==> config.mk <==
export PLATFORM = sky130hd
export DESIGN_NAME = ym3438_pg_flat
export DESIGN_NICKNAME = d
export VERILOG_FILES = /design/src/rtl/ym3438_pg_if.sv /design/src/rtl/ym3438_pg.sv /design/src/flat_wrapper.sv
export SDC_FILE = /design/constraint.sdc
export NUM_CORES = 1
export LEC_CHECK = 0
export CAP_MARGIN = 20
export CORE_MARGIN = 8
export CORE_UTILIZATION = 55
export CTS_CLUSTER_DIAMETER = 30
export CTS_CLUSTER_SIZE = 25
export DETAILED_ROUTE_END_ITERATION = 7
export GPL_TIMING_DRIVEN = 0
export PLACE_DENSITY = 0.8
export SYNTH_ARGS = -nofsm -noshare
export SYNTH_HDL_FRONTEND = slang
export SYNTH_SLANG_ARGS = --single-unit
==> constraint.sdc <==
create_clock -name MCLK -period 17.5 [get_ports MCLK]
set_input_delay 3.5 -clock MCLK [delete_from_list [all_inputs] [get_ports MCLK]]
set_output_delay 3.5 -clock MCLK [all_outputs]
set_load 0.03 [all_outputs]
==> src/rtl/ym3438_pg_if.sv <==
// Slot-rate bus between the LFO/PM stage and the YM3438 phase generator.
// The master drives per-slot operator parameters. The slave (phase generator) returns the
// operator phase and the stage-B increment.
interface ym3438_pg_if;
  logic        c1;
  logic [11:0] fnum_lfo;
  logic [2:0]  block;
  logic [3:0]  multi;
  logic [2:0]  dt;
  logic [4:0]  dt_mag;
  logic        pg_reset;
  logic [9:0]  pg_out;
  logic [19:0] pg_inc_dbg;

  modport master (
    output c1, fnum_lfo, block, multi, dt, dt_mag, pg_reset,
    input  pg_out, pg_inc_dbg
  );

  modport slave (
    input  c1, fnum_lfo, block, multi, dt, dt_mag, pg_reset,
    output pg_out, pg_inc_dbg
  );
endinterface

==> src/rtl/ym3438_pg.sv <==
// YM3438 phase generator.
// The pipeline has three stages:
//   A: block shift, then optional detune.
//   B: multiplier.
//   C: phase accumulate into a circulating ring of SLOTS 20-bit phases.
// Define YM_PG_DETUNE_EN to build the detune adder. Without it, dt and dt_mag are ignored.
module ym3438_pg #(
  parameter int unsigned SLOTS = 24
) (
  input logic        MCLK,
  input logic        IC,
  ym3438_pg_if.slave bus
);

  logic [18:0] shifted;
  logic [16:0] base;
  logic [16:0] det;
  logic [19:0] mul;
  logic [19:0] inc_d;
  logic [19:0] p_new;

  logic [16:0] det_q;
  logic [3:0]  multi_q;
  logic        rst_a_q;
  logic [19:0] inc_q;
  logic        rst_b_q;
  logic [19:0] ring_q [SLOTS];
  logic [9:0]  pg_out_q;

  // Stage A combinational: octave shift and detune for the slot on the bus.
  always_comb begin
    // 0xFFF << 7 needs 19 bits. The shift is done wide, then truncated after >> 2.
    shifted = {7'b0, bus.fnum_lfo} << bus.block;
    base    = 17'(shifted >> 2);
    det     = base;
`ifdef YM_PG_DETUNE_EN
    if (bus.dt[1:0] != 2'b00) begin
      // Wraps mod 2^17. Real chip behaviour, no saturation.
      det = bus.dt[2] ? (base - {12'b0, bus.dt_mag}) : (base + {12'b0, bus.dt_mag});
    end
`endif
  end

`ifndef YM_PG_DETUNE_EN
  logic unused_dt;
  assign unused_dt = ^{bus.dt, bus.dt_mag};
`endif

  // Stage B and accumulate combinational: multiplier, then phase sum at the ring head.
  always_comb begin
    mul   = {3'b0, det_q} * {16'b0, multi_q};
    inc_d = (multi_q == 4'd0) ? {4'b0, det_q[16:1]} : mul;
    p_new = rst_b_q ? 20'h0 : (ring_q[SLOTS-1] + inc_q);
  end

  // All pipeline and ring state advances one slot per c1 edge. Reset overrides c1.
  always_ff @(posedge MCLK) begin
    if (!IC) begin
      det_q    <= '0;
      multi_q  <= '0;
      rst_a_q  <= 1'b0;
      inc_q    <= '0;
      rst_b_q  <= 1'b0;
      pg_out_q <= '0;
      for (int i = 0; i < SLOTS; i++) begin
        ring_q[i] <= '0;
      end
    end else if (bus.c1) begin
      det_q    <= det;
      multi_q  <= bus.multi;
      rst_a_q  <= bus.pg_reset;
      inc_q    <= inc_d;
      rst_b_q  <= rst_a_q;
      pg_out_q <= p_new[19:10];
      // The tail is written here and read back at the head SLOTS edges later.
      ring_q[0] <= p_new;
      for (int i = 1; i < SLOTS; i++) begin
        ring_q[i] <= ring_q[i-1];
      end
    end
  end

  assign bus.pg_out     = pg_out_q;
  assign bus.pg_inc_dbg = inc_q;

endmodule

==> src/flat_wrapper.sv <==
// flat-port wrapper written by rule: the top's interface ports become plain ports
module ym3438_pg_flat 
#(
  parameter int unsigned SLOTS = 24
)
  (MCLK, IC, bus_c1, bus_fnum_lfo, bus_block, bus_multi, bus_dt, bus_dt_mag, bus_pg_reset, bus_pg_out, bus_pg_inc_dbg);
  ym3438_pg_if bus_i ();
  input logic MCLK;
  input logic IC;
  input wire logic [$bits(bus_i.c1)-1:0] bus_c1;
  input wire logic [$bits(bus_i.fnum_lfo)-1:0] bus_fnum_lfo;
  input wire logic [$bits(bus_i.block)-1:0] bus_block;
  input wire logic [$bits(bus_i.multi)-1:0] bus_multi;
  input wire logic [$bits(bus_i.dt)-1:0] bus_dt;
  input wire logic [$bits(bus_i.dt_mag)-1:0] bus_dt_mag;
  input wire logic [$bits(bus_i.pg_reset)-1:0] bus_pg_reset;
  output wire logic [$bits(bus_i.pg_out)-1:0] bus_pg_out;
  output wire logic [$bits(bus_i.pg_inc_dbg)-1:0] bus_pg_inc_dbg;
  assign bus_i.c1 = bus_c1;
  assign bus_i.fnum_lfo = bus_fnum_lfo;
  assign bus_i.block = bus_block;
  assign bus_i.multi = bus_multi;
  assign bus_i.dt = bus_dt;
  assign bus_i.dt_mag = bus_dt_mag;
  assign bus_i.pg_reset = bus_pg_reset;
  assign bus_pg_out = bus_i.pg_out;
  assign bus_pg_inc_dbg = bus_i.pg_inc_dbg;
  ym3438_pg #(.SLOTS(SLOTS)) u_core (.MCLK(MCLK), .IC(IC), .bus(bus_i));
endmodule
Word-level counts from Yosys, hierarchy flattened
Memories as Yosys holds them, arrays and structs flattened.
Index checks and enable logic that the tools add are counted.
W data, S select, Z words.

cells by class
  add/sub/neg operators = 1
  multiply operators = 1
  shift operators = 1
  muxes and demuxes = 30
  bitwise operators = 24
  reduce and logical (&&, ||, !) cells = 1

operators by type and width
  kind              number
  $mux W20          26
  $or A1 B1 Y1      24
  $add A20 B20 Y20  1
  $mul A17 B4 Y20   1
  $shl A12 B3 Y19   1
  $logic_not A4 Y1  1
  $mux W1           4

storage, ports and cells
  register bits = 53
  memory bits (writable) = 480
  output and inout bits = 30
  word-level logic and storage cells = 65
  memories kept = 1

memories
  memory         words  width  rd ports  clocked after Yosys merged registers in  wr ports  line             RTL
  u_core.ring_q  24     20     24        0                                        24        ym3438_pg.sv:27  logic [19:0] ring_q [SLOTS];

Depth between registers and ports, before layout
  depth after elaboration = 4
  mapped depth = 15
  gate-level depth less buffers = 12

Worst setup path after synthesis
No wires, ideal clock.

  path type = input to register
  start point = input bus_c1
  end point = memory u_core.ring_q[0][0] (enable)
  setup time = 0.824 ns
  data arrival time = 13.321 ns
  path slack = 3.355 ns
  stages on the path = 4
  path through = clkbuf_1 > nor2_1 > clkbuf_1 > inv_1

RTL lines
  what                line                RTL
  start: declaration  flat_wrapper.sv:10  input wire logic [$bits(bus_i.c1)-1:0] bus_c1;
  end: declaration    ym3438_pg.sv:27

==> results.md <==
- Yosys warnings: 0
- Number of levels in the clock H-tree: 3
- Internal power: 2.82 mW
- Number of vias in the routed layout: 14,500
- Global-route wire length before repair: 77.4 mm
- Pins Over Slew Limit: 0
- Wire length per cell after detailed routing: 19.4 um
- Global Route Usage Sum: 19.7%
- Clock Tree Root: sky130_fd_sc_hd__clkbuf_16
- Leading cell type by number of instances after synthesis: sky130_fd_sc_hd__edfxtp_1
- Post-cts repair resize count: 0
- Critical path launch point type: input port
- Seq pwr share: 41.5%
- Final count of hold timing violations: 0
- Clock buffer depth: 3
- Share of synthesized flip-flops with an asynchronous set or reset: 0%
- Highest clock rate: 149 MHz
- Initial drt markers: 1,336
- Mean area per synthesized cell: 13.2 um2
- Minimum clock period after layout: 6720 ps
- WHS: 450 ps
- Insertion delay to the later sink of the worst-skew pair: 620 ps
- Worst slew margin: 49.6%
- First-pass DRT Iterations: 5
- Sequential-to-total area share from yosys stat: 66.8%
- Worst IR drop on VDD: 0.0839 mV
- Proportion of layout cells with a drive suffix above 1: 9.09%
- Sink count of the clock tree: 533
- Count of buffers inserted at the top-level ports: 49
- Die Span X: 221 um
- Placeable core region: 41,800 um2
- Post-synth EDFFs: 480
- Antenna violations before repair: 0
- Clock tree skew after final layout: 23.5 ps
- Total power divided by cell area: 131 nW/um2
- HPWL after detailed placement: 31.2 mm
- Path category of the worst min-delay check: flip-flop to flip-flop
- Number of distinct library cell variants in the gate-level netlist after synthesis: 57
- Most frequently used flop master after synthesis: sky130_fd_sc_hd__edfxtp_1
- Setup TNS after final layout: 0 ps
- Cell types occupying the most area after synthesis: sky130_fd_sc_hd__edfxtp_1 62%, sky130_fd_sc_hd__and3_1 9.4%, sky130_fd_sc_hd__and2_1 4.6%, sky130_fd_sc_hd__dfxtp_1 4.6%, sky130_fd_sc_hd__fa_1 2.7%
- Largest net degree at the start of global routing: 152
- Number of buffers created by CTS: 94
- Detailed-route DRC error count: 0
- Top-area cell type share of the netlist area: 62.3%
- Number of buffers added to fix hold violations after cts: 0
- Via count of the first global-routing pass: 14,400
- Unrepaired setup endpoints after global routing: false
- Switching share of power: 22.4%
- Net count, final: 2,003
- Maximum fanout encountered on the critical timing path: 151
- Total standard cell area after synthesis: 23,200 um2
- Critical path arrival: 6960 ps
- Reported leakage power: 12.2 nW
- Clk network pwr share: 53.3%
- Combinational fraction of design power: 5.2%
- Type of the worst setup path: input port to flip-flop
- Post-synth top area cell: sky130_fd_sc_hd__edfxtp_1
- Post-route fraction of the period consumed by the critical path: 38.4%
- Post-synthesis to final-layout area growth: 20.2%
- Via-to-Cell Ratio: 5.75
- Placement Rows: 75
- Die outline height: 221 um
- Count of max-cap constraint violations: 0
- Switching power summed over all nets: 0.814 mW
- Cell area after layout: 27,800 um2
- Antenna-violating nets left: 0
- Post-CTS setup repair buffer count: 0
- TritonCTS clock tree: done
- GPL Wtd Cong: 0.896
- Area enclosed by the die boundary: 48,900 um2
- Clock slew seen by the registers of the worst setup and hold paths: 50 ps
- Ant diodes: 0
- Post-synthesis sequential element count: 533
- Setup violation total in the final timing report: 0
- List of most frequent post-synthesis cells: 480 x sky130_fd_sc_hd__edfxtp_1, 347 x sky130_fd_sc_hd__and3_1, 171 x sky130_fd_sc_hd__and2_1
- Starting density of the core: 55.4%
- Critical path data required time: 17,730 ps
- Overflow left after global routing: 0
- Run status: complete, no violations
- Cell Area, Placed: 24,400 um2
- Total wirelength of the detailed-routed design: 48.8 mm
- I/O Pins: 61
- Type of element capturing the critical path: flip-flop
- Worst Max-Slew Pin Slew: 756 ps
- Total nets after synthesis: 1,855
- Number of instances in the synthesized netlist: 1,751
## final timing paths
path	start	to	slack, ps	depth (start not counted)
worst max-delay path	bus_c1	u_core.ring_q[8][13]$_SDFFCE_PN0P_	10780	7
worst min-delay path	u_core.bus.pg_out[5]$_SDFFE_PN0P_	u_core.bus.pg_out[5]$_SDFFE_PN0P_	450	2
worst min register to register	u_core.bus.pg_out[5]$_SDFFE_PN0P_	u_core.bus.pg_out[5]$_SDFFE_PN0P_	450	2
worst max register to register	u_core.multi_q[3]$_SDFFE_PN0P_	u_core.bus.pg_inc_dbg[14]$_SDFFE_PN0P_	12750	14
## area by class of cell
class	instances	area, um2
sequential	533	15500
fill	2704	13900
multi-input combinational	1018	6920
clock buffer	98	2370
clock inverter	79	1060
tap	539	674
timing repair buffer	52	573
buffer	130	492
inverter	70	270
## layout by cell type, fill, tap and decap left out, types with 12 or more instances in the layout
cell type                         instances
sky130_fd_sc_hd__mux2i_1                 19
sky130_fd_sc_hd__nor3_1                  12
sky130_fd_sc_hd__and2_1                 171
sky130_fd_sc_hd__fa_1                    31
sky130_fd_sc_hd__nor2_1                  55
sky130_fd_sc_hd__ha_1                    42
sky130_fd_sc_hd__and3_1                 347
sky130_fd_sc_hd__nand4_1                 13
sky130_fd_sc_hd__o21ai_0                 27
sky130_fd_sc_hd__nand2_1                 89
sky130_fd_sc_hd__dfxtp_1                 53
sky130_fd_sc_hd__bufinv_16               19
sky130_fd_sc_hd__clkdlybuf4s50_1         49
sky130_fd_sc_hd__a21oi_1                 53
sky130_fd_sc_hd__inv_1                   69
sky130_fd_sc_hd__edfxtp_1               480
sky130_fd_sc_hd__clkbuf_16               94
sky130_fd_sc_hd__clkinv_1                14
sky130_fd_sc_hd__clkbuf_1               128
sky130_fd_sc_hd__nand3_1                 15
## power groups by stage
stage | combinational [mW] | sequential (mW) | clock (mW)
4_1_cts | 0.188 | 1.51 | 1.96
6_report | 0.189 | 1.51 | 1.94
5_1_grt | 0.209 | 1.52 | 2.01
3_3_place_gp | 0.176 | 1.56 | 0
3_5_place_dp | 0.185 | 1.53 | 0
2_1_floorplan | 0.120 | 1.54 | 0
## flip-flops by register name, indices dropped and copies added, names as in the netlist
name	count
u_core.multi_q	4
u_core.rst_a_q	1
u_core.bus.pg_out	10
u_core.bus.pg_inc_dbg	20
u_core.det_q	17
u_core.ring_q	480
u_core.rst_b_q	1
## critical path: stages
cell	delay [ps]
sky130_fd_sc_hd__clkdlybuf4s50_1	530
sky130_fd_sc_hd__clkbuf_1	480
sky130_fd_sc_hd__nor2_1	330
sky130_fd_sc_hd__clkbuf_1	360
sky130_fd_sc_hd__inv_8	450
sky130_fd_sc_hd__buf_16	500
sky130_fd_sc_hd__buf_16	570
## through the flow
stage | worst slack [ps] | instances | total power, mW | util (%)
6_report | 10780 | 2519 | 3.64 | 66.6
5_1_grt | 10600 | 2519 | 3.74 | 66.6
4_1_cts | 10850 | 2519 | 3.66 | 66.6
3_5_place_dp | 10280 | 2342 | 1.72 | 58.4
3_3_place_gp | -414 | 2339 | 1.73 | 58.2
2_1_floorplan | 3350 | 1751 | 1.66 | -
## per-layer routing
layer  part of all wire [%]  GRT usage [%]  up-vias
met5                      0              0        -
met4                    2.6           7.53        0
met3                    6.7           4.26      100
met2                     49           33.1      505
met1                     41           25.0     7150
li1                       -              -     6726
## cell families (layout without fill, tap and decap cells)
family	Yosys count	count (layout)	synth area share (%)
adder cells (fa/ha/maj)	73	73	4.95
flip-flops	533	533	66.8
AND/OR/NAND/NOR	722	722	17.8
AO/OA/AOI/OAI	175	175	5.00
XOR/XNOR	21	21	0.794
multiplexers	27	27	1.31
buffers and inverters	200	429	3.26
Power figures use the tool's default switching activity.
